<file path="src/rtl/spi_mem_subsys.sv">
// rtl/spi_mem_subsys.sv - host command port, SPI controller and SPI register-array memory over an internal 4-wire link
module spi_mem_subsys #(
    parameter int ADDR_W  = 8,
    parameter int DATA_W  = 8,
    parameter int DEPTH   = 32,
    parameter int CLK_DIV = 4
) (
    input  logic              clk,
    input  logic              rst,
    input  logic              req,
    input  logic              wr,
    input  logic [ADDR_W-1:0] addr,
    input  logic [DATA_W-1:0] din,
    output logic              ready,
    output logic [DATA_W-1:0] dout,
    output logic              done,
    output logic              err,
    output logic              spi_cs_n,
    output logic              spi_sclk,
    output logic              spi_mosi,
    output logic              spi_miso
);

    localparam int TXW  = 1 + ADDR_W + DATA_W;
    localparam int PW   = $clog2(2 * CLK_DIV);
    localparam int MAXB = (ADDR_W + 1 > DATA_W) ? ADDR_W + 1 : DATA_W;
    localparam int CW   = $clog2(MAXB + 1);
    localparam int IW   = (DEPTH > 1) ? $clog2(DEPTH) : 1;

    // Phase counter values: last cycle of a bit period, last low cycle, first high cycle
    localparam logic [PW-1:0]     P_LAST  = PW'(2 * CLK_DIV - 1);
    localparam logic [PW-1:0]     P_HI    = PW'(CLK_DIV - 1);
    localparam logic [PW-1:0]     P_SAMP  = PW'(CLK_DIV);
    localparam logic [CW-1:0]     B_ADDR  = CW'(ADDR_W);
    localparam logic [CW-1:0]     B_DATA  = CW'(DATA_W - 1);
    localparam logic [ADDR_W:0]   DEPTH_V = (ADDR_W + 1)'(DEPTH);

    typedef enum logic [2:0] {IDLE, CMD, WDATA, TA, RDATA, DONE, ERR} c_state_t;
    typedef enum logic [2:0] {M_IDLE, M_CMD, M_WDATA, M_TA, M_RDATA} m_state_t;

    c_state_t          c_state;
    logic              wr_q;
    logic [TXW-1:0]    tx;
    logic [PW-1:0]     pcnt;
    logic [CW-1:0]     bcnt;
    logic [DATA_W-1:0] rx;
    logic [DATA_W-1:0] rx_next;
    logic              cs_n_r;
    logic              sclk_r;

    m_state_t          m_state;
    logic              cs_prev;
    logic              sclk_prev;
    logic [CW-1:0]     m_cnt;
    logic [ADDR_W-1:0] m_addr;
    logic [DATA_W-1:0] m_sh;
    logic              miso_r;
    logic [DATA_W-1:0] mem [DEPTH];

    logic              mosi_w;
    logic              s_rise;
    logic              s_fall;
    logic              m_ok;
    logic [IW-1:0]     m_idx;

    assign mosi_w   = tx[TXW-1];
    assign spi_cs_n = cs_n_r;
    assign spi_sclk = sclk_r;
    assign spi_mosi = mosi_w;
    assign spi_miso = miso_r;

    assign s_rise = sclk_r & ~sclk_prev;
    assign s_fall = ~sclk_r & sclk_prev;
    assign m_ok   = ({1'b0, m_addr} < DEPTH_V);
    assign m_idx  = m_addr[IW-1:0];

    // Controller receive shifter: sample miso in the first sclk-high cycle of each read data bit
    always_comb begin
        rx_next = rx;
        if (c_state == RDATA && pcnt == P_SAMP)
            rx_next = {rx[DATA_W-2:0], miso_r};
    end

    // Controller FSM: request accept, range check, frame sequencing and sclk generation
    always_ff @(posedge clk or posedge rst) begin
        if (rst) begin
            c_state <= IDLE;
            wr_q    <= 1'b0;
            tx      <= '0;
            pcnt    <= '0;
            bcnt    <= '0;
            rx      <= '0;
            cs_n_r  <= 1'b1;
            sclk_r  <= 1'b0;
            ready   <= 1'b1;
            dout    <= '0;
            done    <= 1'b0;
            err     <= 1'b0;
        end else begin
            case (c_state)
                IDLE: begin
                    done <= 1'b0;
                    err  <= 1'b0;
                    if (req && ready) begin
                        ready <= 1'b0;
                        wr_q  <= wr;
                        if ({1'b0, addr} >= DEPTH_V) begin
                            done    <= 1'b1;
                            err     <= 1'b1;
                            c_state <= ERR;
                        end else begin
                            cs_n_r  <= 1'b0;
                            sclk_r  <= 1'b0;
                            pcnt    <= '0;
                            bcnt    <= '0;
                            tx      <= wr ? {1'b1, addr, din} : {1'b0, addr, {DATA_W{1'b0}}};
                            c_state <= CMD;
                        end
                    end
                end
                ERR: begin
                    done    <= 1'b0;
                    err     <= 1'b0;
                    ready   <= 1'b1;
                    c_state <= IDLE;
                end
                DONE: begin
                    done    <= 1'b0;
                    ready   <= 1'b1;
                    c_state <= IDLE;
                end
                default: begin
                    rx <= rx_next;
                    if (pcnt == P_LAST) begin
                        pcnt   <= '0;
                        sclk_r <= 1'b0;
                        tx     <= {tx[TXW-2:0], 1'b0};
                        bcnt   <= bcnt + 1'b1;
                        case (c_state)
                            CMD: if (bcnt == B_ADDR) begin
                                bcnt    <= '0;
                                c_state <= wr_q ? WDATA : TA;
                            end
                            TA: begin
                                bcnt    <= '0;
                                c_state <= RDATA;
                            end
                            WDATA, RDATA: if (bcnt == B_DATA) begin
                                cs_n_r  <= 1'b1;
                                done    <= 1'b1;
                                tx      <= '0;
                                c_state <= DONE;
                                if (c_state == RDATA)
                                    dout <= rx_next;
                            end
                            default: ;
                        endcase
                    end else begin
                        pcnt <= pcnt + 1'b1;
                        if (pcnt == P_HI)
                            sclk_r <= 1'b1;
                    end
                end
            endcase
        end
    end

    // Memory slave FSM: decodes the link by sclk edge detection, owns the register array
    always_ff @(posedge clk or posedge rst) begin
        if (rst) begin
            m_state   <= M_IDLE;
            cs_prev   <= 1'b1;
            sclk_prev <= 1'b0;
            m_cnt     <= '0;
            m_addr    <= '0;
            m_sh      <= '0;
            miso_r    <= 1'b0;
            for (int i = 0; i < DEPTH; i++)
                mem[i] <= '0;
        end else begin
            cs_prev   <= cs_n_r;
            sclk_prev <= sclk_r;
            if (cs_n_r) begin
                m_state <= M_IDLE;
                m_cnt   <= '0;
                miso_r  <= 1'b0;
            end else begin
                case (m_state)
                    M_IDLE: if (cs_prev) begin
                        m_cnt   <= '0;
                        m_state <= M_CMD;
                    end
                    M_CMD: if (s_rise) begin
                        // wr bit shifts out of the top on the last address bit
                        m_addr <= {m_addr[ADDR_W-2:0], mosi_w};
                        m_cnt  <= m_cnt + 1'b1;
                        if (m_cnt == B_ADDR) begin
                            m_cnt   <= '0;
                            m_state <= m_addr[ADDR_W-1] ? M_WDATA : M_TA;
                        end
                    end
                    M_WDATA: if (s_rise) begin
                        m_sh  <= {m_sh[DATA_W-2:0], mosi_w};
                        m_cnt <= m_cnt + 1'b1;
                        if (m_cnt == B_DATA) begin
                            if (m_ok)
                                mem[m_idx] <= {m_sh[DATA_W-2:0], mosi_w};
                            m_state <= M_IDLE;
                        end
                    end
                    M_TA: if (s_rise) begin
                        m_sh    <= m_ok ? mem[m_idx] : '0;
                        m_cnt   <= '0;
                        m_state <= M_RDATA;
                    end
                    M_RDATA: begin
                        if (s_fall) begin
                            miso_r <= m_sh[DATA_W-1];
                            m_sh   <= {m_sh[DATA_W-2:0], 1'b0};
                        end
                        if (s_rise) begin
                            m_cnt <= m_cnt + 1'b1;
                            if (m_cnt == B_DATA)
                                m_state <= M_IDLE;
                        end
                    end
                    default: m_state <= M_IDLE;
                endcase
            end
        end
    end

endmodule
</file>
<file path="config.mk">
export PLATFORM = sky130hd
export DESIGN_NAME = spi_mem_subsys
export DESIGN_NICKNAME = d
export VERILOG_FILES = /design/src/rtl/spi_mem_subsys.sv
export SDC_FILE = /design/constraint.sdc
export NUM_CORES = 1
export LEC_CHECK = 0
export ABC_CLOCK_PERIOD_IN_PS = 14100
export BUFFER_PORTS_ARGS = -buffer_cell sky130_fd_sc_hd__buf_2
export CAP_MARGIN = 20
export CORE_ASPECT_RATIO = 1.75
export CORE_MARGIN = 3
export CORE_UTILIZATION = 45
export CTS_CLUSTER_DIAMETER = 60
export DETAILED_ROUTE_END_ITERATION = 10
export PLACE_DENSITY = 0.63
export SYNTH_ARGS = -nofsm -noshare
export SYNTH_HDL_FRONTEND = slang
export SYNTH_SLANG_ARGS = --single-unit
</file>
<file path="constraint.sdc">
create_clock -name clk -period 14.1 [get_ports clk]
set_input_delay 3.525 -clock clk [delete_from_list [all_inputs] [get_ports clk]]
set_output_delay 3.525 -clock clk [all_outputs]
set_load 0.1 [all_outputs]
</file>
==> metrics.md <==
| Metric | Value |
|---|---|
| Tot Pwr | 2.46 mW |
| Tot GR Track Use | 21.1% |
| HPWL after DPL | 26,700 um |
| CTS tree | built |
| Yosys top cell area share | 53.2% |
| Synthesized area | 15,400 um2 |
| Global-route wire length before repair | 60,800 um |
| Number of inserted diodes | 0 |
| Placed instance area | 16,000 um2 |
| # rows | 89 |
| Sequential area share after synthesis | 53.7% |
| Port buffer count | 34 |
| Crit Path Class | flip-flop to output pin |
| Mapped Avg Cell Area | 12.9 um2 |
| CP Cell Sequence | buf_2 |
| Crit path time final | 5.23 ns |
| Worst hold path class | flip-flop to flip-flop |
| Initial Utilization | 45.8% |
| Hold_ws | 0.461 ns |
| Fmax | 191 MHz |
| Non-Filler Instances | 1,678 |
| Boundary pin count | 35 |
| Slowest stage delay, CP | 0.67 ns |
| WP data required | 10.57 ns |
| Setup TNS | 0 ns |
| Pre-CTS setup slack | 7.75 ns |
| Final worst path period share | 37.1% |
| Sw frac | 31.6% |
| DRC | 0 |
| H-tree Lvls | 1 |
| Cells after Synth | 1,197 |
| Clock power share | 35.9% |
| Syn_nets | 1,225 |
| Synth Area in Compound Gates | 6.26% |
| Main combinational cell family by area after synthesis | multiplexers |
| Crit path max-delay family | flip-flops |
| Startpoint type of the worst setup path | flip-flop |
| Synth area leaders | dfrtp_1, mux2_2, mux2i_1, o22ai_1, clkbuf_1 |
| Post-synth EDFFs | 0 |
| Core area | 33,700 um2 |
| Synth Area in Simple Gates | 7.83% |
| Largest area contributor in the netlist | dfrtp_1 |
| Synth Area in Adders | 0.648% |
| Fraction of registers with async set/reset | 100% |
| Inst Count DP | 1,620 |
| Yosys warning count | 0 |
| Root Driver | clkbuf_16 |
| Grt total ovfl | 0 |
| CP arrival | 1.71 ns |
| Worst-Skew Late Latency | 0.58 ns |
| Initial antenna violation count | 0 |
| Detail Route Antenna Nets | 0 |
| # setup viols final | 0 |
| Routed length per instance | 23.3 um |
| Core Util, Final | 50.7% |
| DR vias/cell | 5.85 |
| Area grow syn2layout | 10.8% |
| Clk sinks | 331 |
| Fin area | 17,100 um2 |
| Filler instances | 2,971 |
| #FFs+latches synth | 331 |
| Final hold violations | 0 |
| Int Power | 1.68 mW |
| Worst Tran Pin Value | 1.08 ns |
| Iteration-0 DRC Markers | 375 |
| Vias in the first global route | 10,200 |
| Status | finished, final reports clean |
| Via count | 9,810 |
| Full die area | 36,700 um2 |
| Router iterations before antenna repair | 4 |
| CTS hold repair buffers | 0 |
| Placer Congestion | 0.826 |
| Worst setup EP type | output pin |
| Nets | 1,227 |
| Multiplexer area fraction after synthesis | 29.1% |
| Unrepaired setup endpoints after global routing | no |
| Die W | 146 um |
| Sequential power share | 44.6% |
| Normalized max-slew margin | 28.3% |
| WP buf/inv | 1 |
| Crit Path Max Fanout | 13 |
| Synth cell count leaders | dfrtp_1, mux2_2, mux2i_1 |
| Worst vdd ir | 0.173 mV |
| Synth cell types | 57 |
| CTS resizes | 0 |
| Largest net degree at the start of global routing | 105 |
| CP max-delay cell | dfstp_2 |
| Main flop type after synthesis | dfrtp_1 |
| Skew final | 0.0182 ns |
| Final WS setup | 8.87 ns |
| Static leakage | 7.75 nW |
| Most frequent cell after synthesis | dfrtp_1 |
| Ratio of cells with drive above 1 in the final layout | 33.8% |
| CTS Buf Count | 30 |
| Slew Viols, Final | 0 |
| PD cells | 144 nW/um2 |
| Die height | 251 um |
| DRT Wirelength | 39,100 um |
| Post-CTS setup buffer count | 0 |
| Clk slew on worst S/H paths | 0.06 ns |
| Comb power frac | 19.4% |
| Max Cap Violations | 0 |
| NetSw | 0.779 mW |
| Xor and xnor area share after synthesis | 0.113% |
| Bufs on Longest Clock Path | 3 |
## cell families (layout without fill, tap and decap cells)
family / after synthesis / count (layout)
fa+ha+maj: 8 / 8
flops: 331 / 331
xor+xnor: 2 / 2
buf+inv: 94 / 120
mux: 414 / 414
simple gates: 205 / 205
compound gates: 143 / 143
## power by group through the flow
stage / sequential (mW) / clock [mW] / combinational [mW]
after global placement: 1.11 / 0 / 0.469
after detailed placement: 1.12 / 0 / 0.477
after floorplan: 1.12 / 0 / 0.350
after global routing: 1.11 / 0.935 / 0.526
final: 1.10 / 0.885 / 0.479
after CTS: 1.10 / 0.903 / 0.478
## layout by cell type (no fill, tap or decap), types with 8 or more instances in the layout
| master | netlist | final |
|---|---|---|
| and3_1 | 10 | 10 |
| o21ai_0 | 17 | 17 |
| nand3_1 | 14 | 14 |
| nor4_1 | 19 | 19 |
| a221o_1 | 9 | 9 |
| buf_2 | 2 | 34 |
| inv_1 | 13 | 12 |
| mux2i_1 | 130 | 130 |
| o22ai_1 | 65 | 65 |
| ha_1 | 8 | 8 |
| mux2_2 | 280 | 280 |
| a22o_1 | 8 | 8 |
| dfrtp_1 | 328 | 327 |
| nor2_1 | 40 | 40 |
| nor3_1 | 9 | 9 |
| nor2b_1 | 8 | 8 |
| nand2_1 | 45 | 45 |
| buf_4 | 2 | 16 |
| clkbuf_16 | 0 | 30 |
| a21oi_1 | 13 | 13 |
## flip-flops by register name (all words and copies together), names as in the netlist, 3 cells and up
name	cells
m_sh	8
m_cnt	4
m_state	3
tx	17
c_state	3
mem	256
rx	8
pcnt	3
dout	8
bcnt	4
m_addr	8
## layout make-up
type / count / area [um2] / share of cell area (%)
repair buffers: 51 / 318 / 1.86
flip-flops and latches: 331 / 8290 / 48.4
clock inverters: 18 / 234 / 1.37
multi-input cells: 772 / 6790 / 39.7
clock buffers: 38 / 851 / 4.97
inverters: 13 / 56.3 / 0.329
well taps: 455 / 569 / 3.33
## final timing paths
check,startpoint,to,slack (ns),cells after the start
max in group asynchronous,rst,m_addr[1]$_DFFE_PP0P_,9.01,5
max,spi_cs_n$_DFFE_PP1P_,spi_cs_n,8.87,1
min,spi_cs_n$_DFFE_PP1P_,cs_prev$_DFF_PP1_,0.46,0
min reg2reg,spi_cs_n$_DFFE_PP1P_,cs_prev$_DFF_PP1_,0.46,0
max reg2reg,m_addr[1]$_DFFE_PP0P_,m_sh[6]$_DFFE_PP0P_,9.58,7
min in group asynchronous,rst,dout[7]$_DFFE_PP0P_,3.07,2
## routing by layer
layer	routed length [um]	global-route usage (%)	part of all wire (%)	vias to the layer above
met3	1270	2.07	3.3	63
met2	21400	40.6	55	199
li1	-	-	-	4421
met5	0	0	0	-
met4	1470	8.05	3.8	0
met1	14900	24.0	38	5127
Note: power is estimated with default switching activity, not from simulation.
